===== config.mk =====
export PLATFORM = sky130hd
export DESIGN_NAME = shift_queue_ctrl
export DESIGN_NICKNAME = d
export VERILOG_FILES = /design/src/rtl/shift_queue_ctrl_pkg.sv /design/src/rtl/sq_count_reg.sv /design/src/rtl/shift_queue_ctrl.sv
export SDC_FILE = /design/constraint.sdc
export NUM_CORES = 1
export LEC_CHECK = 0
export ABC_AREA = 1
export BUFFER_PORTS_ARGS = -buffer_cell sky130_fd_sc_hd__clkbuf_2
export CORE_UTILIZATION = 46
export DETAILED_ROUTE_END_ITERATION = 8
export GPL_TIMING_DRIVEN = 0
export PLACE_DENSITY = 0.75
export SYNTH_ARGS = -nofsm -noshare
export SYNTH_HDL_FRONTEND = slang
export SYNTH_HIERARCHICAL = 1
export SYNTH_SLANG_ARGS = --single-unit

===== constraint.sdc =====
create_clock -name clk -period 2.56 [get_ports clk]
set_clock_uncertainty 0.2 [all_clocks]
set_input_delay 0.128 -clock clk [delete_from_list [all_inputs] [get_ports clk]]
set_output_delay 0.128 -clock clk [all_outputs]
set_load 0.05 [all_outputs]

===== src/rtl/shift_queue_ctrl_pkg.sv =====
// rtl/shift_queue_ctrl_pkg.sv - shared shift-queue select encodings and width helpers
package shift_queue_ctrl_pkg;

    typedef enum logic [1:0] {
        SEL_ZERO  = 2'b00,
        SEL_DIN   = 2'b01,
        SEL_SHIFT = 2'b10
    } entry_sel_e;

    function automatic int count_width(input int n_entries);
        return $clog2(n_entries) + 1;
    endfunction

endpackage


===== src/rtl/sq_count_reg.sv =====
// rtl/sq_count_reg.sv - occupancy up/down counter with clear, async active-low reset
module sq_count_reg #(
    parameter int W = 4
) (
    input  logic         clk,
    input  logic         rst,
    input  logic         inc,
    input  logic         dec,
    input  logic         clr,
    output logic [W-1:0] count
);

    always_ff @(posedge clk or negedge rst) begin
        if (!rst) begin
            count <= '0;
        end else if (clr) begin
            count <= '0;
        end else if (inc && !dec) begin
            count <= count + 1'b1;
        end else if (dec && !inc) begin
            count <= count - 1'b1;
        end
    end

endmodule


===== src/rtl/shift_queue_ctrl.sv =====
// rtl/shift_queue_ctrl.sv - shift-queue controller: handshakes, per-entry write/select, occupancy
module shift_queue_ctrl
    import shift_queue_ctrl_pkg::*;
#(
    parameter int N_ENTRIES   = 8,
    parameter int ENTRY_WIDTH = 81
) (
    input  logic                                  clk,
    input  logic                                  rst,
    input  logic                                  valid_i,
    output logic                                  ready_o,
    input  logic                                  ready_i,
    output logic                                  valid_o,
    input  logic                                  flush_i,
    output logic [N_ENTRIES-1:0]                  entry_we_o,
    output logic [2*N_ENTRIES-1:0]                entry_sel_o,
    output logic [$clog2(N_ENTRIES)-1:0]          out_sel_o,
    output logic [count_width(N_ENTRIES)-1:0]     count_o,
    output logic                                  full_o,
    output logic                                  empty_o
);

    localparam int CW = count_width(N_ENTRIES);
    localparam int SW = $clog2(N_ENTRIES);

    if (N_ENTRIES < 2 || (N_ENTRIES & (N_ENTRIES - 1)) != 0 || ENTRY_WIDTH < 1) begin : g_bad_cfg
        $error("shift_queue_ctrl: N_ENTRIES must be a power of two >= 2 and ENTRY_WIDTH >= 1");
    end

    logic [CW-1:0] count;
    logic          enq;
    logic          deq;

    sq_count_reg #(.W(CW)) u_count (
        .clk   (clk),
        .rst   (rst),
        .inc   (enq),
        .dec   (deq),
        .clr   (flush_i),
        .count (count)
    );

    // Handshakes depend only on occupancy, so ready_o never waits on ready_i.
    always_comb begin
        full_o    = (count == CW'(N_ENTRIES));
        empty_o   = (count == '0);
        ready_o   = !full_o;
        valid_o   = !empty_o;
        enq       = valid_i && ready_o && !flush_i;
        deq       = valid_o && ready_i && !flush_i;
        count_o   = count;
        out_sel_o = empty_o ? '0 : SW'(count - 1'b1);
    end

    // Newest lives at entry 0; an enqueue shifts the occupied range up by one.
    always_comb begin
        entry_we_o  = '0;
        entry_sel_o = '0;
        if (rst) begin
            for (int i = 0; i < N_ENTRIES; i++) begin
                if (flush_i) begin
                    entry_we_o[i]        = 1'b1;
                    entry_sel_o[2*i +: 2] = SEL_ZERO;
                end else if (enq) begin
                    if (i == 0) begin
                        entry_we_o[i]        = 1'b1;
                        entry_sel_o[2*i +: 2] = SEL_DIN;
                    end else if (CW'(i) < count) begin
                        entry_we_o[i]        = 1'b1;
                        entry_sel_o[2*i +: 2] = SEL_SHIFT;
                    end else if (CW'(i) == count) begin
                        // With a concurrent dequeue the vacated top slot is zeroed instead.
                        entry_we_o[i]        = 1'b1;
                        entry_sel_o[2*i +: 2] = deq ? SEL_ZERO : SEL_SHIFT;
                    end
                end else if (deq && (CW'(i) == count - 1'b1)) begin
                    entry_we_o[i]        = 1'b1;
                    entry_sel_o[2*i +: 2] = SEL_ZERO;
                end
            end
        end
    end

endmodule

After elaboration in Yosys (flattened, before gate mapping):

Cells that the tools add are included.

* flip-flop bits (word level): 4
* memory bits (read-only): 0
* output and inout port bits: 35
* bits in writable memories: 0
* memories kept: 0
* bits in latches: 0
* word-level logic and storage cells: 122
* bits of input ports: 5

* bitwise logic cells: 0
* multiplexer cells: 75
* reduce and logical (&&, ||, !) cells: 22
* $add $sub $neg: 2
* shift operators: 0
* equality and inequality tests: 15
* $lt $le $gt $ge: 7
* $mul: 0
* divide/modulo/power cells: 0

Operators with widths (count)
* 2-to-1 mux 2 bit: 29
* 2-to-1 mux 1 bit: 40
* equality test 3 x 4 -> 1 bit, first input constant: 8
* equality test 2 x 4 -> 1 bit, first input constant: 4
* less-than comparator 3 x 4 -> 1 bit, first input constant: 4
* 2-to-1 mux 16 bit: 1
* logical AND 1 bit: 14
* 2-to-1 mux 4 bit: 3
* equality test 1 x 4 -> 1 bit, first input constant: 2
* zero test 4 bit: 2
* less-than comparator 2 x 4 -> 1 bit, first input constant: 2
* 2-to-1 mux 8 bit: 1
* zero test 1 bit: 5
* adder 4 x 1 -> 4 bit, second input constant: 1
* equality test 4 bit, second input constant: 1
* less-than comparator 1 x 4 -> 1 bit, first input constant: 1
* subtractor 4 x 1 -> 4 bit, second input constant: 1
* 2-to-1 mux 3 bit: 1
* nonzero test 3 bit: 1

Longest topological paths before layout:

Gate-level depths: netlist of the first run.

* depth after elaboration: 10
* depth in mapped cells: 14
* mapped depth without buffers: 14

Cells and area by module:

Netlist of the first run, hierarchy kept.

By module, submodules not included
* shift_queue_ctrl: times used 1, seq. area each 0.0 um^2, cells an instance 103, area each 501.7 um^2
* sq_count_reg: times used 1, seq. area each 100.1 um^2, cells an instance 45, area each 352.8 um^2

Worst setup path before layout of the first run:

Ideal clock, no wire load.

* kind: reg-to-output
* start: register u_count.count[3]
* end: output port entry_we_o[7]
* slack: -0.238 ns
* required time: 2.232 ns
* buffers on the path: 0
* cell stages (with the launch flop): 9
* data arrival time: 2.470 ns
* cells stage by stage: dfrtp_1 > inv_2 > nor2_4 > nand2_4 > inv_1 > nand2_1 > nand2_1 > inv_1 > a21oi_1

* elaborated cells between the ends (all ways): 19
* those cells by class: 1 x add/sub; 1 x order compare; 3 x eq/ne; 6 x mux; 8 x reduce/logical

RTL lines
* start, declared: line sq_count_reg.sv:10 `output logic [W-1:0] count`
* start signal, assigned: line sq_count_reg.sv:19 `count <= count + 1'b1;`
* start signal, assigned: line sq_count_reg.sv:21 `count <= count - 1'b1;`
* equality test 4 bit: line shift_queue_ctrl.sv:45 `full_o = (count == CW'(N_ENTRIES));`
* zero test 1 bit: line shift_queue_ctrl.sv:47 `ready_o = !full_o;`
* via ready_o: line shift_queue_ctrl.sv:11 `output logic ready_o,`
* logical AND 1 bit (2 in a row): line shift_queue_ctrl.sv:49 `enq = valid_i && ready_o && !flush_i;`
* 2-to-1 mux 1 bit: line shift_queue_ctrl.sv:64 `end else if (enq) begin`
* 2-to-1 mux 1 bit: line shift_queue_ctrl.sv:61 `if (flush_i) begin`
* 2-to-1 mux 8 bit: line shift_queue_ctrl.sv:59 `if (rst) begin`
* end, declared: line shift_queue_ctrl.sv:15 `output logic [N_ENTRIES-1:0] entry_we_o,`

The timed path passes the listed nets, and every way through them passes these cells.

Final worst setup path of the first run:

* start: register u_count.count[2]
* end: register u_count.count[3]

* cells in the longest elaborated chain, start to end: 8
* elaborated cells between the ends (all ways): 18
* those cells by class: 2 x add/sub; 1 x eq/ne; 3 x mux; 12 x reduce/logical

Ends and longest elaborated chain
* zero test 4 bit (*)
* zero test 1 bit (*): line shift_queue_ctrl.sv:48 `valid_o = !empty_o;`
* logical AND 1 bit (*) (2 in a row): line shift_queue_ctrl.sv:50 `deq = valid_o && ready_i && !flush_i;`
* via deq: line shift_queue_ctrl.sv:32 `logic deq;`
* zero test 1 bit: line sq_count_reg.sv:18 `end else if (inc && !dec) begin`
* logical AND 1 bit: line sq_count_reg.sv:18
* 2-to-1 mux 4 bit: line sq_count_reg.sv:18
* 2-to-1 mux 4 bit: line sq_count_reg.sv:16 `end else if (clr) begin`

The timed path passes the listed nets; every way through them passes the cells marked *. The select of a mux whose other input is x is not followed.
A chain may end at the register's enable or synchronous reset.

==> results.py, run 1 <==
metrics = {
    "pwr": {
        "leakagePower_nw": 0.670,
        "p_per_area_mw_per_mm2": 1190,
        "ir_drop_mv": 0.911,
        "power.total_mw": 1.34,
    },
    "setup_path": {
        "cp_max_fo": 8,
        "cp_cell_sequence": "nor2_4, nand2_4, nand2_2, inv_2, inv_2, nand2_4, ha_1, or2_2, nand2_1, nand2_1, nand3_1, nand2_1",
        "crit_arrival_ns": 2.25,
        "rrSetupSlack_ns": 0.22,
        "reg2reg_from": "u_count/count[2]",
        "end_kind": "flop",
        "cp_slowest_cell": "dfrtp_2",
        "cpPeakStageDelay_ns": 0.48,
        "worstSetupPathType": "flop to flop",
        "reg2regPathDepth": 12,
        "cp-endpoint": "u_count/count[3]",
        "r2r_end": "u_count/count[3]",
        "cpMostUsedCell": "nand2_1",
        "crit_start": "u_count/count[2]",
        "cp.required_ns": 2.47,
        "cp-start-kind": "flop",
    },
    "cts": {
        "h-tree-depth": 1,
        "clockBufferDepth": 2,
        "cts.clk_slew.worst_paths_ns": 0.04,
        "clk_latency_ns": 0.23,
        "cts_tree": "built",
        "cts.sink_count": 4,
        "root_buffer": "clkbuf_4",
        "numCtsBuffers": 3,
    },
    "floorplan": {
        "rows": 15,
        "die_y_um": 45.1,
        "die-area_mm2": 0.00203,
        "initial_core_util": 0.495,
        "ios": 40,
        "core_mm2": 0.00173,
        "die_x_um": 45.1,
    },
    "sta": {
        "period_share": 0.915,
        "finalCriticalPeriod_ns": 2.34,
        "setup_tns_ns": 0,
        "fmax_mhz": 427,
        "rsz0062_at_grt": "false",
        "hold_violations": 0,
        "setup_viol": 0,
        "finalMaxSlewViolations": 0,
    },
    "yosys": {
        "yosys.area.top_type": "nand2_1",
        "synthCells": 148,
        "synth_seq_area_share": 0.117,
        "muxShareOfSynthArea": 0,
        "syn_avg_cell_area_um2": 5.77,
        "ys_types": 27,
        "synth_top_area_frac": 0.145,
        "yosys.area_share.simple": 0.473,
        "synth_fa_ha_area_frac": 0.0527,
        "ys_ff_latch": 4,
        "synth_area_um2": 855,
        "synth-compound-area-share": 0.155,
        "yosys-top-cells-area": "nand2_1, dfrtp_1, nor2_1, inv_1, nand3_1",
        "async_flop_share": 1.00,
        "synth_top_family_by_area": "simple AND/OR/NAND/NOR gates",
        "synth-main-ff-cell": "dfrtp_1",
        "synth_edf_count": 0,
        "synth_xor_xnor_area_share": 0.0102,
        "synth_warnings": 6,
    },
    "drt": {
        "drt_iter0_markers": 19,
        "drtAntennaViolNets": 0,
        "drc_errors": 0,
        "totalWireLength_um": 2210,
        "vias": 1023,
        "drtPass1Iterations": 4,
        "wl_per_cell_um": 10.3,
        "vias_per_cell": 4.76,
    },
    "placed_design": {
        "gp_congestion": 0.846,
        "dp_hpwl_um": 1780,
        "port_buffers": 31,
    },
    "global_routing": {
        "grt_use_total": 0.247,
        "grt_pass1_vias": 853,
        "grt_overflow": 0,
        "grt_pass1_wl_um": 3620,
        "antenna_found_initial": 0,
        "grt_max_degree": 13,
    },
    "run_status": {
        "status": "finished clean",
    },
    "run": {
        "maxCapViolations": 0,
    },
    "cells_and_area": {
        "reg.largest.list": "u_count/count (4)",
        "syn2layout_area_growth_pct": 31.5,
        "drive_above_1_share": 0.379,
        "fillerInstances": 182,
        "n_antenna_cell": 0,
        "nets": 200,
        "largest_reg_flops": 4,
        "regMostFlops": "u_count/count",
    },
    "hold_path": {
        "min_path_type": "input pin to flop",
    },
}
power breakdown:
group | internal (mW) | switching (mW) | leakage (nW)
clock network | 0.0524 | 0.0251 | 0.0138
logic | 0.271 | 0.820 | 0.609
registers | 0.0917 | 0.0762 | 0.0468
total | 0.415 | 0.922 | 0.670
final cells by class:
cell class              instances  area [µm²]  area share
inverters                      26         100      0.0891
plain buffers                   8        60.1      0.0535
multi-input cells             117         639       0.569
clock buffers                   3        22.5      0.0200
repair buffers                 32         165       0.147
flip-flops and latches          4         105      0.0935
well taps                      25        31.3      0.0278
kinds of logic after synthesis:
kind of cell	count (synthesis)
and+or+nand+nor	83
AOI/OAI and AO/OA	22
buffers and inverters	34
xor gates and xnor gates	1
other	1
DFF	4
adders and majority gates	3
Yosys cell counts, types with 2 or more instances:
cell type and count:
nand2_4 4, nor2_1 23, inv_2 6, nand3_1 13, dfrtp_1 4, ha_1 2, a21oi_1 5, o21ai_0 9
inv_1 19, buf_4 8, nand2_1 33, nor2_4 2, nand2_2 5, o21ai_1 2
how the worst min path moves through the flow:
| stage | start | end | slack (ns) | cells past startpoint |
|---|---|---|---|---|
| 2_1_floorplan | rst | u_count/count[0] | -0.37 | 0 |
| 3_3_place_gp | rst | u_count/count[2] | -0.19 | 1 |
| 3_5_place_dp | rst | u_count/count[1] | -0.19 | 1 |
| 4_1_cts | flush_i | u_count/count[0] | 0.04 | 4 |
| 5_1_grt | flush_i | u_count/count[0] | 0.07 | 4 |
| 6_report | flush_i | u_count/count[0] | 0.04 | 4 |
metal layers:
layer / wire length, µm / global-route usage
met3: 143 / 0.0520
met2: 1160 / 0.426
met4: 0 / 0.109
met1: 905 / 0.293
met5: 0 / 0
repair_timing:
item / in CTS / in global routing
buffers inserted: 0 / 0
hold buffers: 1 / 0
endpoints found under the setup margin: 0 / 1
hold endpoints to repair: 4 / 0
resized for setup: 0 / 1
worst max-delay path: cells and delay by family (launching register included):
kind	cells	cell delay (ns)
adder cells (fa/ha/maj)	1	0.34
buffers and inverters	2	0.15
flip-flops	1	0.48
AND/OR/NAND/NOR	9	1.05
metrics by stage:
| step | worst slack [ns] | area, µm² | util | std cells | hold WS, ns |
|---|---|---|---|---|---|
| final | 0.217 | 1120 | 0.651 | 215 | 0.0444 |
| after global routing | 0.0739 | 1120 | 0.651 | 215 | 0.0659 |
| after CTS | 0.112 | 1120 | 0.648 | 215 | 0.0362 |
| after detailed placement | 0.110 | 1090 | 0.629 | 211 | -0.194 |
| after global placement | 0.125 | 1090 | 0.629 | 211 | -0.190 |
| after floorplan | 0.0731 | 900 | - | 155 | -0.368 |
placed cells by master (no fill, tap or decap), drive strengths merged, types with 2 or more instances in the layout:
cell and instances:
buf 8, ha 2, dfrtp 4, nor2 26, nand3 14, o21ai 12, clkbuf 34, a21oi 6
nand2 42, conb 8, inv 26
(Power assumes the default switching activity.)
==> run 2, diff against run 1 <==
--- a/config.mk
+++ b/config.mk
@@ -7,10 +7,13 @@
 export LEC_CHECK = 0
 export ABC_AREA = 1
 export BUFFER_PORTS_ARGS = -buffer_cell sky130_fd_sc_hd__clkbuf_2
-export CORE_UTILIZATION = 46
+export CELL_PAD_IN_SITES_DETAIL_PLACEMENT = 0
+export CELL_PAD_IN_SITES_GLOBAL_PLACEMENT = 1
+export CORE_ASPECT_RATIO = 1.5
+export CORE_UTILIZATION = 32
 export DETAILED_ROUTE_END_ITERATION = 8
 export GPL_TIMING_DRIVEN = 0
-export PLACE_DENSITY = 0.75
+export PLACE_DENSITY = 0.8
 export SYNTH_ARGS = -nofsm -noshare
 export SYNTH_HDL_FRONTEND = slang
 export SYNTH_HIERARCHICAL = 1
==> constraint.sdc (replaced) <==
create_clock -name clk -period 2.9 [get_ports clk]
set_clock_uncertainty 0.2 [all_clocks]
set_input_delay 0.145 -clock clk [delete_from_list [all_inputs] [get_ports clk]]
set_output_delay 0.145 -clock clk [all_outputs]
set_load 0.05 [all_outputs]
==> run 2 against run 1 <==
  * The run now ends with design-rule violations left
  * First-iteration DRC count decreased by 37%
  * Combinational power is 12% lower
  * Worst hold slack better by 0.0042 ns
  * Via count decreased by 1.3%
  * Non-clock buffer count unchanged
  * Final area is 2.2% lower
  * Sequential share of layout area down 0.24 points
  * Count of clock-buffer cells in the layout is the same
  * Global-route usage fell by 7.3 points
  * Cell count is 0.47% lower
  * Critical endpoint unchanged
==> results.py, run 2 (synthesis gave the netlist of run 1 again) <==
metrics = {
    "run_status": {
        "status": "finished with violations",
        "violations": "design-rule violations",
    },
    "hold_path": {
        "min_path_cells": 4,
        "min_path_type": "input pin to flop",
        "hold_end": "u_count/count[0]",
        "hold_path_startpoint": "flush_i",
    },
    "sta": {
        "finalCriticalPeriod_ns": 2.53,
        "setup_tns_ns": 0,
        "setup_ws_ns": 0.366,
        "rsz0062_at_grt": "false",
        "setup_viol": 0,
        "finalMaxSlewViolations": 0,
        "period_share": 0.874,
        "hold_violations": 0,
        "fin_hold_ws_ns": 0.0486,
        "fmax_mhz": 395,
    },
    "setup_path": {
        "cp.required_ns": 2.82,
        "cp_max_fo": 9,
        "end_kind": "flop",
        "r2r_end": "u_count/count[3]",
        "rrSetupSlack_ns": 0.37,
        "reg2regPathDepth": 12,
        "worstSetupPathType": "flop to flop",
        "cp-start-kind": "flop",
        "crit_arrival_ns": 2.45,
        "reg2reg_from": "u_count/count[3]",
    },
    "drt": {
        "wl_per_cell_um": 11.0,
        "drtPass1Iterations": 6,
        "vias": 1010,
        "drtAntennaViolNets": 0,
        "drt_iter0_markers": 12,
        "totalWireLength_um": 2360,
        "vias_per_cell": 4.72,
        "drc_errors": 3,
    },
    "cells_and_area": {
        "n_antenna_cell": 0,
        "multi_input_area_um2": 621,
        "final_common_cell": "nand2_1",
        "finalNonFillerCells": 214,
        "final_cell_mix": "nand2_1, clkbuf_2, nor2_1",
        "regMostFlops": "u_count/count",
        "drive_above_1_share": 0.347,
        "reg.largest.list": "u_count/count (4)",
        "largest_reg_flops": 4,
        "nets": 200,
        "regArea_um2": 100,
        "fillerInstances": 308,
        "syn2layout_area_growth_pct": 28.6,
    },
    "global_routing": {
        "grt_pass1_wl_um": 3880,
        "antenna_found_initial": 0,
        "grtUsageMet3": 0.0192,
        "grt_pass1_vias": 944,
        "grt_use_met1": 0.185,
        "top_usage_layer": "met2",
        "grt_use_total": 0.174,
        "grt_use_met2": 0.347,
        "grt_overflow": 0,
        "grt_max_degree": 13,
    },
    "placed_design": {
        "place_ws_ns": 0.359,
        "port_buffers": 31,
        "gp_congestion": 0.816,
        "dp_hpwl_um": 1970,
        "dp_cells": 210,
    },
    "cts": {
        "cts_tree": "built",
        "cts.clk_slew.worst_paths_ns": 0.04,
        "cts.sink_count": 4,
        "numCtsBuffers": 3,
        "root_buffer": "clkbuf_4",
        "clk_latency_ns": 0.23,
        "h-tree-depth": 1,
        "cts_setup_buffers": 0,
        "clockBufferDepth": 2,
    },
    "floorplan": {
        "die_y_um": 65.3,
        "initial_core_util": 0.345,
        "die_x_um": 44.2,
        "core_mm2": 0.00248,
        "die-area_mm2": 0.00289,
        "ios": 40,
        "rows": 22,
    },
    "pwr": {
        "ir_drop_mv": 0.466,
        "p_per_area_mw_per_mm2": 1060,
        "leakagePower_nw": 0.670,
    },
    "run": {
        "maxCapViolations": 0,
    },
}
run 2: cell counts in the layout (fill, tap and decap cells not counted):
Identical to the previous run, type by type.
run 2: worst max-delay path, cell delays in order, from the launching register on:
cell	delay, ns
dfrtp_1	0.51
nor2_2	0.30
nand2_2	0.16
nand2_2	0.12
inv_2	0.07
inv_2	0.08
nand2_4	0.09
ha_1	0.34
or2_2	0.28
nand2_1	0.07
nand2_1	0.05
nand3_1	0.09
nand2_1	0.05
run 2: worst max path at each step:
stage,startpoint,end,slack (ns),cells after the start
2_1_floorplan,u_count/count[3],entry_we_o[7],0.09,8
6_report,u_count/count[3],u_count/count[3],0.37,12
4_1_cts,u_count/count[2],u_count/count[3],0.35,12
3_5_place_dp,u_count/count[2],u_count/count[3],0.36,12
5_1_grt,u_count/count[3],u_count/count[3],0.21,12
3_3_place_gp,u_count/count[2],u_count/count[3],0.38,12
run 2: stage by stage:
step,util,cell area [µm²],power [mW]
final,0.443,1100,1.16
after global routing,0.443,1100,1.25
after CTS,0.443,1100,1.17
after detailed placement,0.430,1070,1.10
after global placement,0.430,1070,1.09
after floorplan,-,881,0.899
run 2: layout make-up:
cell class / count / share of cell area
flip-flops and latches: 4 / 0.0911
inverters: 26 / 0.0911
well taps: 24 / 0.0273
multi-input cells: 117 / 0.565
clock buffers: 3 / 0.0205
plain buffers: 8 / 0.0547
repair buffers: 32 / 0.150
run 2: what timing repair did:
item	in CTS	in global routing
hold endpoints to repair	4	0
hold buffers	1	0
gates resized for setup	0	0
run 2: metal layers:
layer | part of all wire | vias to the layer above | wire length, µm
li1 | - | 535 | -
met1 | 0.39 | 452 | 930
met2 | 0.56 | 23 | 1330
met3 | 0.044 | 0 | 105
met4 | 0 | 0 | 0
met5 | 0 | - | 0
run 2: power by group:
group / switching [mW] / internal, mW
logic: 0.724 / 0.232
clock network: 0.0200 / 0.0461
registers: 0.0650 / 0.0762
==> run 3, diff against run 2 <==
--- a/config.mk
+++ b/config.mk
@@ -10,10 +10,11 @@
 export CELL_PAD_IN_SITES_DETAIL_PLACEMENT = 0
 export CELL_PAD_IN_SITES_GLOBAL_PLACEMENT = 1
 export CORE_ASPECT_RATIO = 1.5
-export CORE_UTILIZATION = 32
+export CORE_UTILIZATION = 27
 export DETAILED_ROUTE_END_ITERATION = 8
 export GPL_TIMING_DRIVEN = 0
-export PLACE_DENSITY = 0.8
+export PLACE_DENSITY = 0.72
+export RECOVER_POWER = 25
 export SYNTH_ARGS = -nofsm -noshare
 export SYNTH_HDL_FRONTEND = slang
 export SYNTH_HIERARCHICAL = 1
==> constraint.sdc (replaced) <==
create_clock -name clk -period 2.1 [get_ports clk]
set_clock_uncertainty 0.2 [all_clocks]
set_input_delay 0.105 -clock clk [delete_from_list [all_inputs] [get_ports clk]]
set_output_delay 0.105 -clock clk [all_outputs]
set_load 0.05 [all_outputs]
==> run 3 against run 2 <==
  * The flow finishes with violations (negative setup slack)
  * Final area rose by 33%
  * Count of clock-buffer cells in the layout unchanged
  * Combinational power rose by 88%
  * Global-route usage increased by 0.18 points
  * Non-clock buffer count up 19
  * Routed wire length up 18%
  * Die area grew 18%
  * Sequential power grew 16%
  * Via count increased by 8.7%
  * Worst hold slack gained 0.015 ns
  * Critical path type unchanged
  * Critical endpoint unchanged
  * Highest routed layer is now met4
==> results.py, run 3 (synthesis gave the netlist of run 1 again) <==
metrics = {
    "setup_path": {
        "reg2regPathDepth": 13,
        "cpMostUsedCell": "nand2_8",
        "cp.required_ns": 1.99,
        "cp_max_fo": 5,
        "rrSetupSlack_ns": -0.004,
        "worstSetupPathType": "flop to flop",
        "reg2reg_from": "u_count/count[0]",
        "r2r_end": "u_count/count[3]",
        "cp-start-kind": "flop",
        "crit_arrival_ns": 2.00,
        "end_kind": "flop",
        "cp_cell_sequence": "nor2_4, buf_12, nand2_8, nand2_8, inv_8, inv_8, nand2_8, ha_4, or2_4, nand2_2, nand2_1, nand3_1, nand2_1",
        "cpPeakStageDelay_ns": 0.48,
        "cp_slowest_cell": "dfrtp_4",
    },
    "run": {
        "maxCapViolations": 0,
    },
    "cells_and_area": {
        "final_area_mm2": 0.00146,
        "reg.largest.list": "u_count/count (4)",
        "largest_reg_flops": 4,
        "drive_above_1_share": 0.488,
        "n_antenna_cell": 0,
        "syn2layout_area_growth_pct": 71.0,
        "nets": 219,
        "final_cell_mix": "nand2_1, buf_4, clkbuf_2",
        "regMostFlops": "u_count/count",
    },
    "sta": {
        "setup_viol": 1,
        "hold_violations": 0,
        "setup_tns_ns": -0.00356,
        "rsz0062_at_grt": "true",
        "max-slew-margin-rel": 0.606,
        "finalMaxSlewViolations": 0,
        "fmax_mhz": 475,
        "setup_ws_ns": -0.00356,
        "period_share": 1.00,
        "worst-slew-pin-transition_ns": 0.594,
        "finalCriticalPeriod_ns": 2.10,
    },
    "placed_design": {
        "dpl_cell_area_mm2": 0.00121,
        "port_buffers": 31,
        "dp_hpwl_um": 2160,
        "gp_congestion": 0.808,
    },
    "drt": {
        "drc_errors": 0,
        "vias_per_cell": 4.43,
        "wl_per_cell_um": 11.3,
        "drtAntennaViolNets": 0,
        "totalWireLength_um": 2790,
        "drtPass1Iterations": 4,
        "vias": 1098,
        "drt_iter0_markers": 6,
    },
    "cts": {
        "root_buffer": "clkbuf_8",
        "h-tree-depth": 1,
        "cts.sink_count": 4,
        "cts.clk_slew.worst_paths_ns": 0.03,
        "numCtsBuffers": 3,
        "clk_latency_ns": 0.21,
        "clockBufferDepth": 2,
        "cts_tree": "built",
    },
    "floorplan": {
        "die_y_um": 70.9,
        "die_x_um": 47.9,
        "initial_core_util": 0.287,
        "die-area_mm2": 0.00340,
        "rows": 24,
        "core_mm2": 0.00297,
        "ios": 40,
    },
    "global_routing": {
        "grt_max_degree": 13,
        "grt_pass1_wl_um": 4440,
        "grtUsageMet3": 0.0230,
        "grt_pass1_vias": 1019,
        "antenna_found_initial": 0,
        "grt_overflow": 0,
        "top_usage_layer": "met2",
        "grt_use_total": 0.176,
        "grt_use_met1": 0.191,
        "grt_use_met2": 0.327,
    },
    "pwr": {
        "leakagePower_nw": 0.771,
        "p_per_area_mw_per_mm2": 1450,
        "ir_drop_mv": 1.02,
    },
    "run_status": {
        "violations": "negative setup slack",
        "status": "finished with violations",
    },
    "hold_path": {
        "min_path_cells": 4,
        "hold_end": "u_count/count[0]",
        "min_path_type": "input pin to flop",
        "hold_path_startpoint": "flush_i",
    },
}
run 3: layer usage:
metal  wire length, µm  vias to the layer above  part of all wire
met5                 0                        -                 0
met4                38                        0             0.014
met3               112                        4             0.040
met2              1590                       28              0.57
met1              1050                      489              0.38
li1                  -                      577                 -
run 3: timing repair:
item | CTS | global route
setup endpoints to repair | 12 | 9
endpoints found under the hold margin | 4 | 0
hold buffers | 1 | 0
buffers inserted | 11 | 8
pin swaps | 5 | 6
resized for setup | 3 | 25
run 3: area by class of cell:
type | instances | area [µm²]
flip-flops and latches | 4 | 110
multi-input cells | 117 | 749
repair buffers | 51 | 332
well taps | 39 | 48.8
clock buffers | 3 | 41.3
inverters | 26 | 120
fillers | 312 | 1510
plain buffers | 8 | 60.1
run 3: power by group:
group	switching, mW	total, mW	internal [mW]	leakage, nW
Sequential	0.0453	0.163	0.118	0.0465
Combinational	1.21	1.80	0.596	0.703
Clock	0.0332	0.155	0.122	0.0216
run 3: worst max path at each step:
| stage | start | slack, ns | to |
|---|---|---|---|
| after floorplan | u_count/count[0] | -0.20 | u_count/count[3] |
| after global placement | u_count/count[0] | -0.16 | u_count/count[3] |
| after detailed placement | u_count/count[0] | -0.20 | u_count/count[3] |
| after CTS | u_count/count[0] | 0.002 | u_count/count[3] |
| after global routing | u_count/count[0] | -0.07 | u_count/count[3] |
| final | u_count/count[0] | -0.004 | u_count/count[3] |
run 3: through the flow:
step / util / instances / total power [mW] / hold WS, ns / setup slack [ns]
5_1_grt: 0.492 / 248 / 2.27 / 0.0929 / -0.0740
3_5_place_dp: 0.408 / 225 / 1.68 / -0.209 / -0.201
2_1_floorplan: - / 155 / 1.40 / -0.391 / -0.203
4_1_cts: 0.460 / 240 / 2.03 / 0.0598 / 0.00244
6_report: 0.492 / 248 / 2.12 / 0.0635 / -0.00356
3_3_place_gp: 0.408 / 225 / 1.67 / -0.212 / -0.165
run 3: worst max-delay path, delay by kind of cell (launching register included):
family	cells	cell delay, ns
buffers and inverters	3	0.22
adders and majority gates	1	0.25
DFF	1	0.48
and+or+nand+nor	9	0.82
